<file path="config.mk">
export PLATFORM = sky130hd
export DESIGN_NAME = jenc_mcu_scheduler
export DESIGN_NICKNAME = d
export VERILOG_FILES = /design/src/rtl/jenc_mcu_scheduler.sv
export SDC_FILE = /design/constraint.sdc
export NUM_CORES = 1
export LEC_CHECK = 0
export ABC_AREA = 1
export CAP_MARGIN = 20
export CORE_MARGIN = 2
export CORE_UTILIZATION = 30
export DETAILED_ROUTE_END_ITERATION = 12
export DONT_BUFFER_PORTS = 1
export GPL_TIMING_DRIVEN = 0
export PLACE_DENSITY_LB_ADDON = 0.3
export SYNTH_ARGS = -nofsm -noshare
export SYNTH_HDL_FRONTEND = slang
export SYNTH_SLANG_ARGS = --single-unit
</file>
<file path="constraint.sdc">
create_clock -name clk -period 3.3 [get_ports clk]
set_input_delay 0.66 -clock clk [delete_from_list [all_inputs] [get_ports clk]]
set_output_delay 0.66 -clock clk [all_outputs]
set_load 0.02 [all_outputs]
</file>
<file path="src/rtl/jenc_mcu_scheduler.sv">
// MCU scheduler between quantiser and entropy coder: tags coefficient pairs with
// pair index, component and last-MCU flag, then waits for end-of-stream or times out.
module jenc_mcu_scheduler #(
   parameter int unsigned MCU_BITS  = 10,
   parameter int unsigned FLUSH_TMO = 4096
) (
   input  logic                clk,
   input  logic                reset,
   input  logic                start,
   input  logic                abort,
   input  logic [MCU_BITS-1:0] cfg_mcu_x,
   input  logic [MCU_BITS-1:0] cfg_mcu_y,
   input  logic                cfg_420,
   input  logic                in_valid,
   output logic                in_hold,
   output logic                q_valid,
   input  logic                q_hold,
   output logic [4:0]          q_cnt,
   output logic [1:0]          q_chroma,
   output logic                q_last_mcu,
   input  logic                eos,
   output logic                busy,
   output logic                frame_done,
   output logic                err_cfg,
   output logic                err_timeout
);

   localparam int unsigned TMO_W = (FLUSH_TMO > 2) ? $clog2(FLUSH_TMO) : 1;

   localparam logic [1:0] ST_IDLE  = 2'd0;
   localparam logic [1:0] ST_RUN   = 2'd1;
   localparam logic [1:0] ST_FLUSH = 2'd2;

   logic [1:0]          state, state_nxt;
   logic [MCU_BITS-1:0] mcu_x, mcu_x_nxt, mcu_y, mcu_y_nxt;
   logic                mode_420, mode_420_nxt;
   logic [4:0]          pair_nxt;
   logic [2:0]          blk, blk_nxt;
   logic [MCU_BITS-1:0] col, col_nxt, row, row_nxt;
   logic [TMO_W-1:0]    tmo_cnt, tmo_nxt;
   logic [1:0]          chroma_nxt;
   logic                last_nxt, done_nxt, ecfg_nxt, etmo_nxt;
   logic                run, beat, final_beat;
   logic [2:0]          blk_last;
   logic [MCU_BITS-1:0] x_m1, y_m1;

   // component of a block within the MCU
   function automatic logic [1:0] chroma_of(input logic [2:0] b, input logic m420);
      logic [1:0] c;
      c = 2'd0;
      if (!m420)            c = b[1:0];
      else if (b == 3'd4)   c = 2'd1;
      else if (b == 3'd5)   c = 2'd2;
      return c;
   endfunction

   assign run        = (state == ST_RUN);
   // abort also holds the quantiser so no beat is lost in the abort cycle
   assign q_valid    = in_valid & run & ~abort;
   assign in_hold    = q_hold | ~run | abort;
   assign beat       = q_valid & ~q_hold;
   assign blk_last   = mode_420 ? 3'd5 : 3'd2;
   assign x_m1       = mcu_x - MCU_BITS'(1);
   assign y_m1       = mcu_y - MCU_BITS'(1);
   assign final_beat = (q_cnt == 5'd31) && (blk == blk_last) && q_last_mcu;

   always_comb begin
      state_nxt    = state;
      mcu_x_nxt    = mcu_x;
      mcu_y_nxt    = mcu_y;
      mode_420_nxt = mode_420;
      pair_nxt     = q_cnt;
      blk_nxt      = blk;
      col_nxt      = col;
      row_nxt      = row;
      tmo_nxt      = tmo_cnt;
      chroma_nxt   = q_chroma;
      last_nxt     = q_last_mcu;
      done_nxt     = 1'b0;
      ecfg_nxt     = 1'b0;
      etmo_nxt     = 1'b0;

      if (abort) begin
         state_nxt  = ST_IDLE;
         pair_nxt   = 5'd0;
         blk_nxt    = 3'd0;
         col_nxt    = '0;
         row_nxt    = '0;
         tmo_nxt    = '0;
         chroma_nxt = 2'd0;
         last_nxt   = 1'b0;
      end else begin
         case (state)
            ST_IDLE: begin
               tmo_nxt = '0;
               if (start) begin
                  if ((cfg_mcu_x == '0) || (cfg_mcu_y == '0)) begin
                     ecfg_nxt = 1'b1;
                  end else begin
                     state_nxt    = ST_RUN;
                     mcu_x_nxt    = cfg_mcu_x;
                     mcu_y_nxt    = cfg_mcu_y;
                     mode_420_nxt = cfg_420;
                     last_nxt     = (cfg_mcu_x == MCU_BITS'(1)) && (cfg_mcu_y == MCU_BITS'(1));
                  end
               end
            end
            ST_RUN: begin
               tmo_nxt = '0;
               if (beat) begin
                  // pair -> block -> column -> row carry chain
                  if (q_cnt != 5'd31) begin
                     pair_nxt = q_cnt + 5'd1;
                  end else begin
                     pair_nxt = 5'd0;
                     if (blk != blk_last) begin
                        blk_nxt = blk + 3'd1;
                     end else begin
                        blk_nxt = 3'd0;
                        if (col != x_m1) begin
                           col_nxt = col + MCU_BITS'(1);
                        end else begin
                           col_nxt = '0;
                           row_nxt = (row != y_m1) ? row + MCU_BITS'(1) : '0;
                        end
                     end
                  end
                  chroma_nxt = chroma_of(blk_nxt, mode_420);
                  last_nxt   = (col_nxt == x_m1) && (row_nxt == y_m1);
                  if (final_beat) begin
                     state_nxt = ST_FLUSH;
                     last_nxt  = 1'b0;
                  end
               end
            end
            ST_FLUSH: begin
               if (eos) begin
                  state_nxt = ST_IDLE;
                  done_nxt  = 1'b1;
                  tmo_nxt   = '0;
               end else if (tmo_cnt == TMO_W'(FLUSH_TMO - 1)) begin
                  state_nxt = ST_IDLE;
                  etmo_nxt  = 1'b1;
                  tmo_nxt   = '0;
               end else begin
                  tmo_nxt = tmo_cnt + TMO_W'(1);
               end
            end
            default: state_nxt = ST_IDLE;
         endcase
      end
   end

   always_ff @(posedge clk or posedge reset) begin
      if (reset) begin
         state       <= ST_IDLE;
         mcu_x       <= '0;
         mcu_y       <= '0;
         mode_420    <= 1'b0;
         q_cnt       <= 5'd0;
         blk         <= 3'd0;
         col         <= '0;
         row         <= '0;
         tmo_cnt     <= '0;
         q_chroma    <= 2'd0;
         q_last_mcu  <= 1'b0;
         busy        <= 1'b0;
         frame_done  <= 1'b0;
         err_cfg     <= 1'b0;
         err_timeout <= 1'b0;
      end else begin
         state       <= state_nxt;
         mcu_x       <= mcu_x_nxt;
         mcu_y       <= mcu_y_nxt;
         mode_420    <= mode_420_nxt;
         q_cnt       <= pair_nxt;
         blk         <= blk_nxt;
         col         <= col_nxt;
         row         <= row_nxt;
         tmo_cnt     <= tmo_nxt;
         q_chroma    <= chroma_nxt;
         q_last_mcu  <= last_nxt;
         busy        <= (state_nxt != ST_IDLE);
         frame_done  <= done_nxt;
         err_cfg     <= ecfg_nxt;
         err_timeout <= etmo_nxt;
      end
   end

endmodule

</file>
==> results of run 1 <==
[routing by layer]
metal	vias up	global-route usage, %
met3	16	2.440
met4	0	5.263
met2	65	26.59
li1	2593	-
met1	2278	21.00
met5	-	0
[logic make-up after synthesis]
family,synth area share [%]
adder cells (fa/ha/maj),1.960
AND/OR/NAND/NOR,40.36
flip-flops,34.31
AO/OA/AOI/OAI,9.459
buffers and inverters,11.52
XOR/XNOR,2.401
[cell type report]
cell class	count	area (um2)
buffer	14	75.07
multi-input combinational	572	2794
tap	220	275.3
sequential	70	1753
clock buffer	11	252.7
inverter	138	523.0
timing repair buffer	8	80.08
fill	1839	10800
clock inverter	5	33.78
[worst max-delay path: stages, from the launching register on]
cell and delay, ns:
dfrtp_2 0.45, inv_4 0.08, ha_4 0.27, inv_1 0.05, nand2_1 0.07, nand3_1 0.10, nor2_2 0.15, nand2_1 0.07
nor2_1 0.09, nand2_1 0.10, nor2_4 0.16, nand2_1 0.14, nand2_1 0.11, nand2_1 0.07, nand2_1 0.06, nand3_1 0.06
nor2_1 0.27, nand2_1 0.12, nor2_1 0.13, nand2_1 0.06, nor2_1 0.08, nand2_1 0.09, nand2_1 0.07, nand2_1 0.04
nand2_1 0.05
[state kept, by name, summed over array words and instances, names as in the netlist]
signal       cells
blk              3
busy             1
col             10
err_cfg          1
err_timeout      1
frame_done       1
mcu_x           10
mcu_y           10
mode_420         1
q_chroma         2
q_cnt            5
q_last_mcu       1
row             10
state            2
tmo_cnt         12
[final timing paths]
check	startpoint	endpoint	slack [ns]	depth (start not counted)
max	mcu_x[0]	q_last_mcu	0.30	24
min	reset	mcu_x[1]	0.13	1
max reg2reg	mcu_x[0]	q_last_mcu	0.30	24
min reg2reg	mcu_x[9]	mcu_x[9]	0.52	2
max in group asynchronous	reset	mcu_x[0]	2.61	2
min in group clk	abort	frame_done	0.38	1
[power by group]
group          leakage (nW)  switching, mW  internal, mW
sequential            0.938         0.0837         0.915
clock                 0.138          0.389         0.548
combinational          1.81          0.480         0.238
total                  2.88          0.952          1.70
[stage by stage]
step / setup TNS (ns) / power [mW] / util [%] / instances / hold WS, ns
global route: 0 / 2.842 / 34.90 / 1038 / 0.1503
finish: 0 / 2.654 / 34.90 / 1038 / 0.1339
detailed placement: 0 / 1.709 / 32.63 / 1015 / 0.5091
floorplan: 0 / 1.541 / - / 794 / 0.4750
global placement: -6.598 / 1.696 / 32.45 / 1014 / 0.5002
CTS: 0 / 2.655 / 34.36 / 1031 / 0.1397
[timing repair]
item                       in CTS  in global routing
setup buffers                   0                  7
gates resized for setup         0                 12
setup endpoints to repair       0                  1
[cells in the final DEF (no fill, tap or decap), types with 11 or more instances in the layout]
cell type and count:
nor3_1 13, xor2_1 14, nor2_1 77, nand4_1 28, nand2_1 229, o22ai_1 23, a21oi_1 11, nand3_1 90
o21ai_0 36, dfrtp_1 69, inv_1 131
==> flow_metrics.env, run 1 <==
export IMPL_cts_clk_slew_worst_paths_ns=0.06
export IMPL_path_max_fanout=7
export IMPL_cts_sinks=70
export IMPL_first_pass_iters=5
export IMPL_fmax_mhz=333.8
export IMPL_ys_top_cells_by_area="dfrtp_1, nand2_1, inv_1"
export IMPL_powerDensity_nw_per_um2=458.6
export IMPL_max_clock_path_buffers=2
export IMPL_die_x_um=134.5
export IMPL_num_nets_final=849
export IMPL_grt_usage_pct=15.87
export IMPL_place_congestion=0.8509
export IMPL_setup_viol=0
export IMPL_clock_skew_ns=0.006211
export IMPL_dieArea_um2=18080
export IMPL_period_minus_slack_ns=2.996
export IMPL_relSlewSlack_pct=58.89
export IMPL_diodes=0
export IMPL_synth_ff_type="dfrtp_1"
export IMPL_worstPathRequired_ns=3.58
export IMPL_avgRoutedWirePerCell_um=13.24
export IMPL_netlist_area_leader_share_pct=34.31
export IMPL_hold_viol_final=0
export IMPL_viasPerCell=4.771
export IMPL_endpoint_kind="flip-flop"
export IMPL_htree_levels=3
export IMPL_grt_overflow=0
export IMPL_yosysMostFrequentCell="nand2_1"
export IMPL_power_leakage_nw=2.882
export IMPL_met1_length_um=6616
export IMPL_period_share_pct=90.79
export IMPL_drive_gt1_share_pct=8.191
export IMPL_met3_length_um=486
export IMPL_grt_first_pass_wirelength_um=22970
export IMPL_yosys_top_cells_count="nand2_1, inv_1, nand3_1"
export IMPL_core_area_um2=16580
export IMPL_seq_area_frac_synth_pct=34.31
export IMPL_avgSynthCellArea_um2=6.431
export IMPL_drv_cap=0
export IMPL_vdd_drop_max_v=0.0003380
export IMPL_start_util_pct=30.79
export IMPL_rsz0062_at_grt="no"
export IMPL_synth_area_um2=5106
export IMPL_root_buffer="clkbuf_16"
export IMPL_maxSlewViolCount=0
export IMPL_worstMarginPinSlew_ns=0.6166
export IMPL_clkLatencyLatePin_ns=0.34
export IMPL_rows=47
export IMPL_port_buffers=0
export IMPL_top_layer="met4"
export IMPL_ys_seq_elements=70
export IMPL_grt_start_max_net_pins=54
export IMPL_stdcell_area_um2=5787
export IMPL_syn_to_final_growth_pct=13.33
export IMPL_met2WireLength_um=6434
export IMPL_hp_class="input pin to asynchronous set/reset pin"
export IMPL_synth_top_area_cell="dfrtp_1"
export IMPL_place_hpwl_um=10800
export IMPL_routed_wl_um=13740
export IMPL_drtAntennaViolNets=0
export IMPL_drt_iter0_drc=280
export IMPL_tritoncts_num_buffers=9
export IMPL_synth_distinct_cells=31
export IMPL_synth_edff_count=0
export IMPL_critPathKind="flip-flop to flip-flop"
export IMPL_first_global_vias=4764
export IMPL_start_kind="flip-flop"
export IMPL_drc=0
export IMPL_die_y_um=134.5
export IMPL_cts_tree="yes"
export IMPL_vias=4952
export IMPL_syn_inst=794
export IMPL_crit_arrival_ns=3.28
export IMPL_syn_nets=830
export IMPL_antenna_found_initial=0
export IMPL_place_ws_ns=0.07898
export IMPL_setup_slack_ns=0.3039
export IMPL_outcome="finished, final reports clean"
export IMPL_place_area_um2=5411
export IMPL_pin_count=42
export IMPL_async_flop_share_pct=100.0
export IMPL_ctsHoldBuffers=0
export IMPL_yosys_warnings=0
Note: power is estimated with default switching activity, not from simulation.
==> run 2, diff against run 1 <==
--- a/config.mk
+++ b/config.mk
@@ -13,6 +13,7 @@
 export DONT_BUFFER_PORTS = 1
 export GPL_TIMING_DRIVEN = 0
 export PLACE_DENSITY_LB_ADDON = 0.3
+export SETUP_SLACK_MARGIN = 0.02
 export SYNTH_ARGS = -nofsm -noshare
 export SYNTH_HDL_FRONTEND = slang
 export SYNTH_SLANG_ARGS = --single-unit
==> flow_metrics.env, run 2 (synthesis results as in run 1) <==
export IMPL_outcome="finished, final reports clean"
export IMPL_dieArea_um2=18080
export IMPL_pin_count=42
export IMPL_critPathKind="flip-flop to flip-flop"
export IMPL_diodes=0
export IMPL_vdd_drop_max_v=0.0003396
export IMPL_rsz0062_at_grt="no"
export IMPL_drive_gt1_share_pct=8.435
export IMPL_core_area_um2=16580
export IMPL_place_ws_ns=0.07898
export IMPL_cts_sinks=70
export IMPL_place_congestion=0.8509
export IMPL_viasPerCell=4.765
export IMPL_largest_reg_flops=12
export IMPL_worstMarginPinSlew_ns=0.6143
export IMPL_cts_clk_slew_worst_paths_ns=0.06
export IMPL_routed_wl_um=13760
export IMPL_final_common_cell="nand2_1"
export IMPL_drt_iter0_drc=279
export IMPL_drc=0
export IMPL_start_util_pct=30.79
export IMPL_die_x_um=134.5
export IMPL_grt_overflow=0
export IMPL_max_clock_path_buffers=2
export IMPL_powerDensity_nw_per_um2=458.9
export IMPL_grt_usage_pct=15.87
export IMPL_cp_slowest_cell="dfrtp_1"
export IMPL_hold_viol_final=0
export IMPL_relSlewSlack_pct=59.05
export IMPL_antenna_found_initial=0
export IMPL_start_kind="flip-flop"
export IMPL_power_leakage_nw=2.882
export IMPL_endpoint_kind="flip-flop"
export IMPL_fmax_mhz=341.0
export IMPL_port_buffers=0
export IMPL_die_y_um=134.5
export IMPL_first_pass_iters=5
export IMPL_cpPeakStageDelay_ns=0.52
export IMPL_maxSlewViolCount=0
export IMPL_mostFrequentLayoutCells="nand2_1, inv_1, nand3_1"
export IMPL_avgRoutedWirePerCell_um=13.25
export IMPL_clock_skew_ns=0.006119
export IMPL_first_global_vias=4764
export IMPL_setup_viol=0
export IMPL_grt_first_pass_wirelength_um=22970
export IMPL_place_hpwl_um=10800
export IMPL_syn_to_final_growth_pct=13.43
export IMPL_rows=47
export IMPL_hp_class="input pin to asynchronous set/reset pin"
export IMPL_finalPower_mw=2.658
export IMPL_path_common_cell="nand2_1"
export IMPL_tritoncts_num_buffers=9
export IMPL_crit_arrival_ns=3.21
export IMPL_path_max_fanout=4
export IMPL_clkLatencyLatePin_ns=0.34
export IMPL_num_nets_final=849
export IMPL_period_minus_slack_ns=2.933
export IMPL_grt_start_max_net_pins=54
export IMPL_setup_slack_ns=0.3672
export IMPL_root_buffer="clkbuf_16"
export IMPL_htree_levels=3
export IMPL_crit_chain="ha_1 > nand2_1 > nor2_1 > ha_1 > inv_1 > nor2_4 > buf_4 > nand2_1 > xor2_1 > inv_1 > nand2_1 > nand2_1 > nand2_1 > nor2_1 > nand3_1 > nor2_1 > nand2_1 > nor2_1 > nand2_1 > nand2_1 > nand2_1 > nand2_1"
export IMPL_largest_register="tmo_cnt"
export IMPL_drv_cap=0
export IMPL_cts_tree="yes"
export IMPL_worstPathRequired_ns=3.58
export IMPL_drtAntennaViolNets=0
export IMPL_period_share_pct=88.87
export IMPL_vias=4946
## run 2: final cells by class
type,instances,area (um2)
timing repair buffer,8,80.08
inverter,138,523.0
clock inverter,5,33.78
multi-input combinational,572,2799
buffer,14,75.07
sequential,70,1753
clock buffer,11,252.7
tap,220,275.3
fill,1837,10790
## run 2: final timing paths
check	end	slack, ns	from	cells past startpoint
min reg2reg	mcu_x[9]	0.52	mcu_x[9]	2
max reg2reg	q_last_mcu	0.37	q_cnt[0]	22
min in group clk	frame_done	0.38	abort	1
max	q_last_mcu	0.37	q_cnt[0]	22
min	mcu_x[1]	0.13	reset	1
max in group asynchronous	mcu_x[0]	2.61	reset	2
## run 2: report_power, final
part / total [mW] / leakage [nW] / switching (mW) / internal (mW)
sequential: 0.998 / 0.938 / 0.0835 / 0.915
combinational: 0.722 / 1.81 / 0.483 / 0.239
clock: 0.937 / 0.138 / 0.389 / 0.548
total: 2.66 / 2.88 / 0.955 / 1.70
## run 2: what timing repair did
| action | 4_1_cts | 5_1_grt |
|---|---|---|
| buffers inserted | 0 | 7 |
| hold buffers | 0 | 0 |
| endpoints found under the setup margin | 0 | 1 |
| gates resized for setup | 0 | 14 |
## run 2: layer usage
metal	track usage (%)	part of all wire [%]
met5	0	0
met4	5.263	1.5
met3	2.440	3.8
met2	26.59	47
met1	21.00	48
## run 2: through the flow
step           TNS [ns]  util (%)  hold WS (ns)  instances  instance area [um2]
2_1_floorplan         0         -        0.4750        794                 5106
3_3_place_gp     -6.598     32.45        0.5002       1014                 5381
3_5_place_dp          0     32.63        0.5091       1015                 5411
5_1_grt               0     34.93        0.1503       1038                 5792
6_report              0     34.93        0.1342       1038                 5792
4_1_cts               0     34.36        0.1397       1031                 5698
## run 2: critical path: cells and delay by family, from the launching register on
kind,cells,cell delay (ns)
adders and majority gates,2,0.48
DFF,1,0.52
xor gates and xnor gates,1,0.15
buffers and inverters,3,0.33
and+or+nand+nor,16,1.37
==> run 3, diff against run 2 <==
==> constraint.sdc (replaced) <==
create_clock -name clk -period 3.49 [get_ports clk]
set_input_delay 0.698 -clock clk [delete_from_list [all_inputs] [get_ports clk]]
set_output_delay 0.698 -clock clk [all_outputs]
set_load 0.02 [all_outputs]
==> flow_metrics.env, run 3 (synthesis results as in run 1) <==
export IMPL_grt_first_pass_wirelength_um=22970
export IMPL_hold_viol_final=0
export IMPL_endpoint_kind="flip-flop"
export IMPL_core_area_um2=16580
export IMPL_cts_sinks=70
export IMPL_largest_register="tmo_cnt"
export IMPL_drc=0
export IMPL_start_kind="flip-flop"
export IMPL_drv_cap=0
export IMPL_cts_clk_slew_worst_paths_ns=0.06
export IMPL_hp_class="input pin to asynchronous set/reset pin"
export IMPL_outcome="finished, final reports clean"
export IMPL_fmax_mhz=321.6
export IMPL_root_buffer="clkbuf_16"
export IMPL_worstPathRequired_ns=3.77
export IMPL_start_util_pct=30.79
export IMPL_die_y_um=134.5
export IMPL_final_common_cell="nand2_1"
export IMPL_dieArea_um2=18080
export IMPL_num_nets_final=842
export IMPL_tns_ns=0
export IMPL_relSlewSlack_pct=56.96
export IMPL_clkLatencyLatePin_ns=0.34
export IMPL_place_congestion=0.8509
export IMPL_rows=47
export IMPL_setup_viol=0
export IMPL_vdd_drop_max_v=0.0003193
export IMPL_period_share_pct=89.08
export IMPL_die_x_um=134.5
export IMPL_hold_slack_ns=0.1752
export IMPL_worstMarginPinSlew_ns=0.6456
export IMPL_port_buffers=0
export IMPL_diodes=0
export IMPL_stdcell_area_um2=5718
export IMPL_clock_skew_ns=0.005439
export IMPL_powerDensity_nw_per_um2=436.7
export IMPL_avgRoutedWirePerCell_um=13.31
export IMPL_mostFrequentLayoutCells="nand2_1, inv_1, nand3_1"
export IMPL_drtAntennaViolNets=0
export IMPL_viasPerCell=4.818
export IMPL_rsz0062_at_grt="no"
export IMPL_largest_reg_flops=12
export IMPL_routed_wl_um=13730
export IMPL_first_global_vias=4764
export IMPL_syn_to_final_growth_pct=11.98
export IMPL_post_cts_setup_buffer_count=0
export IMPL_power_leakage_nw=2.842
export IMPL_tritoncts_num_buffers=9
export IMPL_grt_overflow=0
export IMPL_setup_slack_ns=0.3810
export IMPL_pin_count=42
export IMPL_antenna_found_initial=0
export IMPL_htree_levels=3
export IMPL_period_minus_slack_ns=3.109
export IMPL_fin_cells=1031
export IMPL_maxSlewViolCount=0
export IMPL_dp_cells=1015
export IMPL_place_ws_ns=0.2690
export IMPL_path_max_fanout=10
export IMPL_place_hpwl_um=10800
export IMPL_finalPower_mw=2.497
export IMPL_first_pass_iters=7
export IMPL_drt_iter0_drc=275
export IMPL_vias=4967
export IMPL_drive_gt1_share_pct=6.905
export IMPL_critPathKind="flip-flop to flip-flop"
export IMPL_crit_arrival_ns=3.39
export IMPL_utilization_pct=34.48
export IMPL_place_area_um2=5411
export IMPL_cts_tree="yes"
export IMPL_grt_start_max_net_pins=54
export IMPL_grt_usage_pct=15.87
export IMPL_max_clock_path_buffers=2
-- run 3: final cells by class --
class / count / area (um2)
plain buffers: 14 / 70.07
clock buffers: 11 / 252.7
clock inverters: 5 / 33.78
fillers: 1845 / 10870
inverters: 138 / 520.5
multi-input cells: 572 / 2786
flip-flops and latches: 70 / 1752
well taps: 220 / 275.3
repair buffers: 1 / 27.53
-- run 3: worst paths after layout --
check                          from    endpoint  slack (ns)  depth (start not counted)
setup / recovery           mcu_x[0]  q_last_mcu        0.38                         23
hold / removal                reset    mcu_x[1]        0.18                          1
setup reg to reg           mcu_x[0]  q_last_mcu        0.38                         23
hold reg to reg            mcu_x[9]    mcu_x[9]        0.53                          2
max in group asynchronous     reset    mcu_y[7]        2.77                          2
min in group clk              abort  frame_done        0.42                          1
-- run 3: what timing repair did --
action                     CTS  global route
gates resized for setup      0             4
hold buffers                 0             0
setup endpoints to repair    0             1
-- run 3: critical path: stages, from the launching register on --
cell and delay (ns):
dfrtp_1 0.47, inv_2 0.14, ha_4 0.29, inv_1 0.05
nand2_1 0.07, nand3_1 0.10, nor2_2 0.16, nand2_1 0.07
nor2_1 0.09, nand2_1 0.10, nor2_4 0.16, nand3_4 0.16
buf_6 0.20, nand3_1 0.07, nand2_1 0.08, nor2_1 0.13
nand3_1 0.10, nor2_1 0.12, nand2_1 0.08, nor2_1 0.14
nand2_1 0.12, nand2_1 0.07, nand2_1 0.04, nand2_1 0.05
-- run 3: power breakdown --
group / switching, mW / leakage [nW] / internal (mW)
logic: 0.451 / 1.77 / 0.219
clock network: 0.366 / 0.138 / 0.518
registers: 0.0783 / 0.939 / 0.865
total: 0.896 / 2.84 / 1.60
-- run 3: layer usage --
layer | GRT usage [%] | up-vias | wire, um
met3 | 2.440 | 17 | 522
li1 | - | 2579 | -
met4 | 5.263 | 0 | 231
met2 | 26.59 | 86 | 6377
met1 | 21.00 | 2285 | 6595
met5 | 0 | - | 0
